==> src/rtl/evt_generator.sv <==
// evt_generator: programmable event-strobe source.
// Once started it emits one-cycle evt_out pulses every period_in cycles, for
// burst_in events (burst_in = 0 runs until stop_in), and reports progress.
//
// Ports:
//   clk_in         rising-edge clock
//   rst_in         asynchronous active-high reset
//   start_in       begin a run (sampled only while idle)
//   stop_in        abort the current run; suppresses a coincident event
//   period_in      cycles between events, latched on start (0 rejects the start)
//   burst_in       events per run, latched on start (0 = continuous)
//   evt_out        one-cycle event strobe
//   busy_out       high while a run is in progress
//   done_out       one-cycle pulse on the final event of a finite burst
//   evt_count_out  events emitted in the current or last run
module evt_generator #(
  parameter int unsigned CNT_WIDTH = 16
) (
  input  logic                 clk_in,
  input  logic                 rst_in,
  input  logic                 start_in,
  input  logic                 stop_in,
  input  logic [CNT_WIDTH-1:0] period_in,
  input  logic [CNT_WIDTH-1:0] burst_in,
  output logic                 evt_out,
  output logic                 busy_out,
  output logic                 done_out,
  output logic [CNT_WIDTH-1:0] evt_count_out
);

  typedef enum logic {
    ST_IDLE = 1'b0,
    ST_RUN  = 1'b1
  } state_t;

  state_t               state_q, state_d;
  logic [CNT_WIDTH-1:0] period_q, period_d;
  logic [CNT_WIDTH-1:0] burst_q, burst_d;
  logic [CNT_WIDTH-1:0] phase_q, phase_d;
  logic [CNT_WIDTH-1:0] count_q, count_d;
  logic                 evt_q, evt_d;
  logic                 busy_q, busy_d;
  logic                 done_q, done_d;

  logic [CNT_WIDTH-1:0] count_inc;
  logic                 phase_last;

  // Count after this event; wraps naturally in continuous mode.
  assign count_inc  = count_q + CNT_WIDTH'(1);
  assign phase_last = (phase_q == (period_q - CNT_WIDTH'(1)));

  // State and output registers.
  always_ff @(posedge clk_in or posedge rst_in) begin
    if (rst_in) begin
      state_q  <= ST_IDLE;
      period_q <= '0;
      burst_q  <= '0;
      phase_q  <= '0;
      count_q  <= '0;
      evt_q    <= 1'b0;
      busy_q   <= 1'b0;
      done_q   <= 1'b0;
    end else begin
      state_q  <= state_d;
      period_q <= period_d;
      burst_q  <= burst_d;
      phase_q  <= phase_d;
      count_q  <= count_d;
      evt_q    <= evt_d;
      busy_q   <= busy_d;
      done_q   <= done_d;
    end
  end

  // Next-state and output logic; strobes default low every cycle.
  always_comb begin
    state_d  = state_q;
    period_d = period_q;
    burst_d  = burst_q;
    phase_d  = phase_q;
    count_d  = count_q;
    busy_d   = busy_q;
    evt_d    = 1'b0;
    done_d   = 1'b0;

    case (state_q)
      ST_IDLE: begin
        if (start_in && !stop_in && (period_in != '0)) begin
          period_d = period_in;
          burst_d  = burst_in;
          phase_d  = '0;
          count_d  = '0;
          busy_d   = 1'b1;
          state_d  = ST_RUN;
        end
      end
      ST_RUN: begin
        if (stop_in) begin
          busy_d  = 1'b0;
          state_d = ST_IDLE;
        end else if (phase_last) begin
          phase_d = '0;
          evt_d   = 1'b1;
          count_d = count_inc;
          // Final event of a finite burst: evt, done and busy-drop coincide.
          if ((burst_q != '0) && (count_inc == burst_q)) begin
            busy_d  = 1'b0;
            done_d  = 1'b1;
            state_d = ST_IDLE;
          end
        end else begin
          phase_d = phase_q + CNT_WIDTH'(1);
        end
      end
      default: begin
        state_d = ST_IDLE;
        busy_d  = 1'b0;
      end
    endcase
  end

  assign evt_out       = evt_q;
  assign busy_out      = busy_q;
  assign done_out      = done_q;
  assign evt_count_out = count_q;

endmodule
==> config.mk <==
export PLATFORM = sky130hd
export DESIGN_NAME = evt_generator
export DESIGN_NICKNAME = d
export VERILOG_FILES = /design/src/rtl/evt_generator.sv
export SDC_FILE = /design/constraint.sdc
export NUM_CORES = 1
export LEC_CHECK = 0
export ABC_AREA = 1
export CAP_MARGIN = 20
export CORE_ASPECT_RATIO = 1.5
export CORE_UTILIZATION = 35
export CTS_BUF_LIST = sky130_fd_sc_hd__clkbuf_4 sky130_fd_sc_hd__clkbuf_8 sky130_fd_sc_hd__clkbuf_16
export DETAILED_ROUTE_END_ITERATION = 8
export PLACE_DENSITY = 0.66
export SYNTH_ARGS = -nofsm -noshare
export SYNTH_HDL_FRONTEND = slang
export SYNTH_SLANG_ARGS = --single-unit
==> constraint.sdc <==
create_clock -name clk_in -period 2.85 [get_ports clk_in]
set_input_delay 0.57 -clock clk_in [delete_from_list [all_inputs] [get_ports clk_in]]
set_output_delay 0.57 -clock clk_in [all_outputs]
set_load 0.03 [all_outputs]
==> results.toml, run 1 <==
[sta]
rsz0062_at_grt = "false"
timing.fmax_mhz = 414
fin_setup_tns_ps = 0
hold_violations = 0
fin_worst_skew_ps = 5.78
slew_headroom_pct = 57.2
period_needed_ps = 2410
period_share_pct = 84.7
setup_viol = 0
worstMarginPinSlew_ps = 641
hold_slack_ps = 554
drv_slew = 0

[die]
die_area_um2 = 12700
core_area_um2 = 12000
ios = 55
die_h_um = 138
fp-row-count = 49
die_w_um = 92.4
start_util_pct = 35.9

[setup_path]
crit_required_ps = 3090
worstPathCellList = "inv_1 -> ha_1 -> nand2_1 -> nor2_4 -> nand2_1 -> nand2_1 -> nand2_1 -> nand2_1 -> nor2_1 -> nand2_1 -> nor3_4 -> nor2_2 -> o21ai_0 -> o21ai_0"
crit_type = "reg -> reg"
worstSetupEndpointType = "register"
reg2reg_depth = 14
cp_slowest_cell = "nor2_2"
crit_arrival_ps = 2660
start_kind = "register"
max_stage_delay_ps = 500
crit_fanout = 16
r2r-start = "period_q[0]"
timing.rr.end = "phase_q[7]"
cpMostUsedCell = "nand2_1"
reg2reg_slack_ps = 440

[hold_path]
hold_path.class = "reg -> reg"
hold_end = "burst_q[6]"
hp-start = "burst_q[6]"
min_delay_path_depth = 2

[synthesis]
syn-cell-area_um2 = 4290
ys_seq_area_share_pct = 39.7
ys.flop_type = "dfrtp_1"
async_reset_ff_share_pct = 100
synth.distinct_cells = 29
synth-seq-cells = 68
synth_top_area_share_pct = 39.7
syn_area_per_cell_um2 = 7.02
ys_warn_count = 0
synth_most_common_cell = "nand2_1"
synth_edf_count = 0
synth_top_cells_by_count = "nand2_1, nor2_1, inv_1, dfrtp_1, nand3_1"
yosysTopAreaCell = "dfrtp_1"
synth_cells = 611
ys_top_cells_by_area = "dfrtp_1, nand2_1, nand3_1"
syn_nets = 650

[detailed_routing]
vias = 4174
ant_nets = 0
drt_wl_total_mm = 11.5
drtIter0Drc = 190
wl_per_cell_um = 14.0
vias_per_cell = 5.05
drc = 0
first_pass_iters = 5

[cts]
cts_tree = "done"
clockRootBuffer = "clkbuf_16"
clk_latency_ps = 330
clock-sinks = 68
h-tree-depth = 3
post_cts_resized = 0
postCtsSetupRepairBufs = 0
path_clk_slew_ps = 50
clock_path_buffers = 2
holdBufCountCts = 0
cts_buffers = 9

[place]
dp_cells = 812
gp_congestion = 0.934
io_buffers = 54
hpwl_mm = 8.89

[global_route]
grt_pass1_wl_mm = 18.9
grt_antenna_before_repair = 0
grt_overflow = 0
grt_max_degree = 69
grt_pass1_vias = 4153
grt_usage_pct = 19.3

[power_and_ir_drop]
peakVddDrop_mv = 0.287
p_per_area_nw_per_um2 = 535
p_leak_nw = 2.54

[cells_and_area]
syn2layout_area_growth_pct = 24.5
fin_cells = 826
drive_above_1_share_pct = 6.69
antenna_cells = 0
nets = 709

[outcome]
status = "complete, no violations"

[job]
cap_violations = 0
-- worst max-delay path by stage --
stage	from	endpoint	slack, ps	depth (start not counted)
after floorplan	rst_in	burst_q[0]	570	1
after global placement	period_in[0]	phase_q[2]	280	7
after detailed placement	period_in[0]	phase_q[14]	270	7
after CTS	period_q[0]	phase_q[7]	440	14
after global routing	period_q[0]	phase_q[7]	180	14
final	period_q[0]	phase_q[7]	440	14
-- final cells by class --
| class | instances | area, um2 |
|---|---|---|
| clock buffers | 12 | 260 |
| clock inverters | 2 | 35.0 |
| fillers | 1196 | 6620 |
| inverters | 70 | 263 |
| multi-input cells | 455 | 2230 |
| flip-flops and latches | 68 | 1700 |
| well taps | 153 | 191 |
| repair buffers | 66 | 656 |
-- flip-flops by register name, summed over array words and instances (netlist names) --
name / cells
phase_q: 16
done_out: 1
evt_count_out: 16
burst_q: 16
evt_out: 1
period_q: 16
busy_out: 1
state_q: 1
-- through the flow --
stage	total power [mW]	setup slack, ps	area (um2)	utilization (%)
after floorplan	1.56	568	4290	-
after detailed placement	1.76	275	5040	42.2
after global placement	1.74	281	5040	42.2
final	2.86	436	5340	44.7
after global routing	3.02	178	5340	44.7
after CTS	2.89	442	5340	44.7
-- worst max-delay path, delay by kind of cell, from the launching register on --
family                   cells  cell delay, ps
adder cells (fa/ha/maj)      1             240
AND/OR/NAND/NOR             10            1290
buffers and inverters        1             140
AO/OA/AOI/OAI                2             280
flip-flops                   1             380
-- report_power, final --
| part | internal (mW) | switching (mW) |
|---|---|---|
| sequential | 1.07 | 0.0995 |
| clock | 0.723 | 0.389 |
| combinational | 0.235 | 0.337 |
| total | 2.03 | 0.826 |
-- logic make-up (layout without fill, tap and decap cells) --
kind of cell | count (synthesis) | count (layout) | share of synthesized area (%)
adder cells (fa/ha/maj) | 3 | 3 | 0.875
multiplexers | 11 | 11 | 2.89
AO/OA/AOI/OAI | 48 | 48 | 5.78
flip-flops | 68 | 68 | 39.7
buffers and inverters | 88 | 150 | 8.23
AND/OR/NAND/NOR | 368 | 368 | 37.4
XOR/XNOR | 25 | 25 | 5.11
-- placed cells by master, fill, tap and decap left out, types with 5 or more instances in the layout --
master,Yosys,routed
a21oi_1,25,25
buf_4,1,10
clkbuf_16,0,9
clkdlybuf4s50_1,0,54
dfrtp_1,68,68
inv_1,70,69
mux2_2,11,11
nand2_1,172,172
nand3_1,66,66
nand4_1,29,29
nor2_1,81,81
nor4_1,5,5
o21ai_0,19,19
xnor2_1,6,6
xor2_1,19,19
-- metal layers --
metal / GRT usage (%) / part of all wire (%) / vias up
li1: - / - / 2088
met1: 19.5 / 37 / 1933
met2: 37.1 / 55 / 122
met3: 3.75 / 4.1 / 31
met4: 9.81 / 3.4 / 0
met5: 0 / 0 / -
Note: power is estimated with default switching activity, not from simulation.
==> run 2: changes to the inputs <==
--- a/config.mk
+++ b/config.mk
@@ -11,7 +11,7 @@
 export CORE_UTILIZATION = 35
 export CTS_BUF_LIST = sky130_fd_sc_hd__clkbuf_4 sky130_fd_sc_hd__clkbuf_8 sky130_fd_sc_hd__clkbuf_16
 export DETAILED_ROUTE_END_ITERATION = 8
-export PLACE_DENSITY = 0.66
+export PLACE_DENSITY = 0.68
 export SYNTH_ARGS = -nofsm -noshare
 export SYNTH_HDL_FRONTEND = slang
 export SYNTH_SLANG_ARGS = --single-unit
==> constraint.sdc (replaced) <==
create_clock -name clk_in -period 2.1 [get_ports clk_in]
set_input_delay 0.42 -clock clk_in [delete_from_list [all_inputs] [get_ports clk_in]]
set_output_delay 0.42 -clock clk_in [all_outputs]
set_load 0.03 [all_outputs]
==> run 2 against run 1 <==
  * The run now ends with negative setup slack left
  * Utilization is 4.1 points higher
  * Die area stayed put
  * Clock power is 30% higher
  * Cell count is 4.6% higher
  * Combinational power is 61% higher
  * Non-clock buffer count is 35 higher
  * Flip-flop and latch count stayed put
  * First-iteration DRC count is 19% higher
  * Sequential share of layout area is 2.6 points lower
  * Critical path type unchanged
  * Critical endpoint is now evt_count_out[0]
  * Largest cell class unchanged
==> results.toml, run 2 (synthesis gave the netlist of run 1 again) <==
[outcome]
status = "finished, violations left"
violations = "negative setup slack"

[place]
hpwl_mm = 9.06
dp_slack_ps = -271
dp_cells = 842
gp_congestion = 0.884
io_buffers = 54

[detailed_routing]
first_pass_iters = 7
vias_per_cell = 5.14
vias = 4437
drtIter0Drc = 226
drc = 0
ant_nets = 0
drt_wl_total_mm = 12.5
wl_per_cell_um = 14.4

[sta]
fin_worst_skew_ps = 8.06
rsz0062_at_grt = "true"
period_share_pct = 101
setup_viol = 15
fin_ws_ps = -23.8
drv_slew = 0
period_needed_ps = 2120
slew_headroom_pct = 63.2
worstMarginPinSlew_ps = 550
hold_violations = 0
timing.fmax_mhz = 471

[cells_and_area]
fin_cells = 864
mostFrequentLayoutCell = "nand2_1"
nets = 745
layout_common_cells = "nand2_1, nor2_1, dfrtp_1"
antenna_cells = 0
final_core_util_pct = 48.7
drive_above_1_share_pct = 16.3
syn2layout_area_growth_pct = 35.8

[global_route]
grtUsageMet3_pct = 3.48
use_met2_pct = 39.3
grt_pass1_wl_mm = 20.1
grt_max_degree = 39
grt_antenna_before_repair = 0
grt_usage_pct = 20.4
met1_usage_pct = 20.4
grt_overflow = 0
grt_pass1_vias = 4523
grt_busiest_layer = "met2"

[setup_path]
crit_path_start = "period_q[0]"
reg2reg_depth = 14
cp_slowest_cell = "dfrtp_1"
max_stage_delay_ps = 400
start_kind = "register"
reg2reg_slack_ps = -20
timing.rr.end = "evt_count_out[0]"
path_buf_inv = 3
endpoint = "evt_count_out[0]"
r2r-start = "period_q[0]"
worstSetupEndpointType = "register"
critPathTopFamily = "simple AND/OR/NAND/NOR gates"
path_depth = 14
crit_arrival_ps = 2350
crit_required_ps = 2330
crit_fanout = 17
worstPathCellList = "inv_2 -> ha_4 -> nand2_2 -> nor2_4 -> nand3_1 -> nand2_1 -> inv_1 -> nor2_1 -> nand3_2 -> nor3_4 -> buf_6 -> nand2_8 -> nand3_1 -> nand2_1"
crit_type = "reg -> reg"

[power_and_ir_drop]
p_leak_nw = 2.75
p_comb_share_pct = 23.3
internal_power_mw = 2.75
power_frac_clock_pct = 36.4
power_switching_mw = 1.19
pwr-share-seq_pct = 40.2
peakVddDrop_mv = 0.559
sw_frac_of_total_pct = 30.3
p_per_area_nw_per_um2 = 677

[die]
die_area_um2 = 12700
die_w_um = 92.4
core_area_um2 = 12000
die_h_um = 138
fp-row-count = 49
start_util_pct = 35.9
ios = 55

[cts]
path_clk_slew_ps = 60
clock-sinks = 68
h-tree-depth = 3
holdBufCountCts = 0
clock_path_buffers = 2
clk_latency_ps = 340
clockRootBuffer = "clkbuf_16"
cts_buffers = 9
cts_tree = "done"

[job]
cap_violations = 0

[hold_path]
hold_path.class = "in -> async"
[run 2: area by class of cell]
class,count,area [um2]
Inverter,70,267
Tap cell,153,191
Clock inverter,2,10.0
Clock buffer,14,269
Fill cell,1146,6130
Sequential cell,68,1700
Multi-Input combinational cell,456,2390
Timing Repair Buffer,101,997
[run 2: worst reg2reg max path, stage by stage (launching register included)]
cell	delay (ps)
dfrtp_1	400
inv_2	80
ha_4	150
nand2_2	90
nor2_4	150
nand3_1	110
nand2_1	90
inv_1	50
nor2_1	120
nand3_2	110
nor3_4	210
buf_6	160
nand2_8	110
nand3_1	110
nand2_1	60
[run 2: through the flow]
step | TNS (ps) | power (mW) | instance area (um2) | hold WS (ps)
after floorplan | 0 | 2.12 | 4310 | 500
final | -202 | 3.94 | 5820 | 475
after detailed placement | -13770 | 2.47 | 5320 | 533
after CTS | -177 | 3.92 | 5640 | 488
after global routing | -6620 | 4.14 | 5820 | 542
after global placement | -8440 | 2.44 | 5320 | 529
[run 2: metal layers]
metal | wire [um] | share of wire [%]
met2 | 6970 | 56
met1 | 4580 | 37
met4 | 438 | 3.5
met3 | 467 | 3.7
met5 | 0 | 0
[run 2: power groups by stage]
stage | Sequential, mW | Combinational (mW) | Clock, mW
2_1_floorplan | 1.58 | 0.545 | 0
3_3_place_gp | 1.60 | 0.839 | 0
3_5_place_dp | 1.60 | 0.865 | 0
4_1_cts | 1.58 | 0.885 | 1.46
5_1_grt | 1.60 | 1.03 | 1.51
6_report | 1.59 | 0.920 | 1.44
[run 2: how the worst min path moves through the flow]
stage / end / start / slack, ps
floorplan: period_q[15] / period_q[15] / 500
global placement: period_q[15] / period_q[15] / 530
detailed placement: period_q[15] / period_q[15] / 530
CTS: burst_q[0] / rst_in / 490
global route: burst_q[0] / rst_in / 540
finish: burst_q[0] / rst_in / 480
[run 2: what timing repair did]
action | in CTS | in global routing
resized for setup | 14 | 38
setup buffers | 1 | 3
setup endpoints to repair | 34 | 65
pin swaps | 9 | 21
hold endpoints to repair | 0 | 0
cloned | 1 | 2
==> run 3: changes to the inputs <==
--- a/config.mk
+++ b/config.mk
@@ -11,6 +11,7 @@
 export CORE_UTILIZATION = 35
 export CTS_BUF_LIST = sky130_fd_sc_hd__clkbuf_4 sky130_fd_sc_hd__clkbuf_8 sky130_fd_sc_hd__clkbuf_16
 export DETAILED_ROUTE_END_ITERATION = 8
+export GPL_ROUTABILITY_DRIVEN = 0
 export PLACE_DENSITY = 0.68
 export SYNTH_ARGS = -nofsm -noshare
 export SYNTH_HDL_FRONTEND = slang
==> constraint.sdc (replaced) <==
create_clock -name clk_in -period 2.1 [get_ports clk_in]
set_input_delay 0.42 -clock clk_in [delete_from_list [all_inputs] [get_ports clk_in]]
set_output_delay 0.42 -clock clk_in [all_outputs]
set_load 0.005 [all_outputs]
==> run 3 against run 2 <==
  * The run still ends with negative setup slack left
  * Utilization decreased by 0.19 points
  * Hold slack lost 52 ps
  * Maximum frequency shrank 1.3%
  * Flip-flop and latch count unchanged
  * Register-to-register slack got worse by 30 ps
  * Sequential power about the same
  * Cell count increased by 0.35%
  * Via count down 0.23%
  * Critical endpoint is now phase_q[11]
  * Largest power group is now clock
==> results.toml, run 3 (synthesis gave the netlist of run 1 again) <==
[outcome]
status = "finished, violations left"
violations = "negative setup slack"

[die]
die_area_um2 = 12700
start_util_pct = 35.9
fp-row-count = 49
ios = 55
core_area_um2 = 12000
die_w_um = 92.4
die_h_um = 138

[sta]
timing.fmax_mhz = 465
fin_ws_ps = -51.0
fin_worst_skew_ps = 8.16
rsz0062_at_grt = "true"
hold_violations = 0
fin_setup_tns_ps = -243
worstMarginPinSlew_ps = 409
setup_viol = 18
period_needed_ps = 2150
drv_slew = 0
slew_headroom_pct = 72.7
period_share_pct = 102

[detailed_routing]
ant_nets = 0
first_pass_iters = 5
drt_wl_total_mm = 12.3
drc = 0
drtIter0Drc = 264
vias_per_cell = 5.11
wl_per_cell_um = 14.2
vias = 4427

[global_route]
grt_pass1_vias = 4507
grt_overflow = 0
grt_pass1_wl_mm = 20.1
grt_max_degree = 39
grt_usage_pct = 20.4
grt_antenna_before_repair = 0

[cells_and_area]
final_core_util_pct = 48.5
fin_cells = 867
nets = 748
layout_common_cells = "nand2_1, nor2_1, dfrtp_1"
mostFrequentLayoutCell = "nand2_1"
syn2layout_area_growth_pct = 35.3
drive_above_1_share_pct = 14.8
antenna_cells = 0
n_fill_cell = 1157

[cts]
clockRootBuffer = "clkbuf_16"
clk_latency_ps = 340
clock_path_buffers = 2
clock-sinks = 68
h-tree-depth = 3
path_clk_slew_ps = 60
holdBufCountCts = 0
cts_buffers = 9
cts_tree = "done"

[setup_path]
max_stage_delay_ps = 390
cpMostUsedCell = "nand2_1"
crit_required_ps = 2360
start_kind = "register"
worstSetupEndpointType = "register"
worstPathCellList = "inv_2 -> ha_4 -> nand2_2 -> nor2_1 -> nand2_1 -> nand2_1 -> inv_1 -> nand2_1 -> nor2_1 -> nand3_2 -> nor3_4 -> buf_12 -> nor2_4 -> nand3_1 -> o21ai_1"
cp_slowest_cell = "dfrtp_1"
crit_arrival_ps = 2410
crit_fanout = 8
crit_type = "reg -> reg"

[power_and_ir_drop]
p_leak_nw = 2.76
peakVddDrop_mv = 0.469
p_per_area_nw_per_um2 = 714

[place]
io_buffers = 54
dp_cells = 849
dp_slack_ps = -164
hpwl_mm = 9.23

[job]
cap_violations = 0

[hold_path]
hold_path.class = "in -> async"
[run 3: changes by cell type in the layout (fill, tap and decap cells not counted), sizes merged]
cell	change
clkinv	+1
clkbuf	-5
buf	+5
bufinv	+2
[run 3: worst max-delay path: cells and delay by family (launching register included)]
family	cells	cell delay, ps
buffers and inverters	3	290
and+or+nand+nor	10	1130
adders and majority gates	1	160
AOI/OAI and AO/OA	1	120
DFF	1	390
[run 3: through the flow]
stage	total power [mW]	instance area, um2	hold slack, ps
after floorplan	2.12	4310	500
after global placement	2.44	5380	516
after detailed placement	2.47	5380	520
after CTS	4.14	5740	438
after global routing	4.34	5800	456
final	4.14	5800	424
[run 3: power by group]
part / leakage (nW) / switching, mW / total, mW / internal, mW
clock: 0.163 / 0.574 / 1.65 / 1.08
sequential: 0.854 / 0.130 / 1.59 / 1.46
combinational: 1.74 / 0.491 / 0.901 / 0.411
total: 2.76 / 1.20 / 4.14 / 2.95
[run 3: area by class of cell]
class	instances	area, um2	area share (%)
clock buffer	11	246	4.25
timing repair buffer	104	990	17.1
inverter	70	267	4.59
multi-input combinational	456	2330	40.2
tap	153	191	3.30
sequential	68	1700	29.3
clock inverter	5	75.1	1.29
[run 3: worst paths after layout]
| path | start | end | slack, ps | cells past startpoint |
|---|---|---|---|---|
| setup reg to reg | period_q[0] | phase_q[11] | -50 | 15 |
| max in group asynchronous | rst_in | evt_count_out[10] | 1170 | 3 |
| hold / removal | rst_in | burst_q[4] | 420 | 2 |
| hold reg to reg | period_q[15] | period_q[15] | 530 | 1 |
| setup / recovery | period_q[0] | phase_q[11] | -50 | 15 |
| min in group clk_in | period_q[15] | period_q[15] | 530 | 1 |
[run 3: per-layer routing]
metal | track usage, % | vias to the layer above | wire (um)
li1 | - | 2172 | -
met1 | 19.5 | 2098 | 4420
met2 | 40.9 | 128 | 7100
met3 | 2.92 | 29 | 457
met4 | 11.2 | 0 | 333
met5 | 0 | - | 0
[run 3: timing repair]
action,CTS,global route
cloned,1,0
resized for setup,17,18
buffers inserted,1,0
pin swaps,11,11
endpoints found under the setup margin,36,51
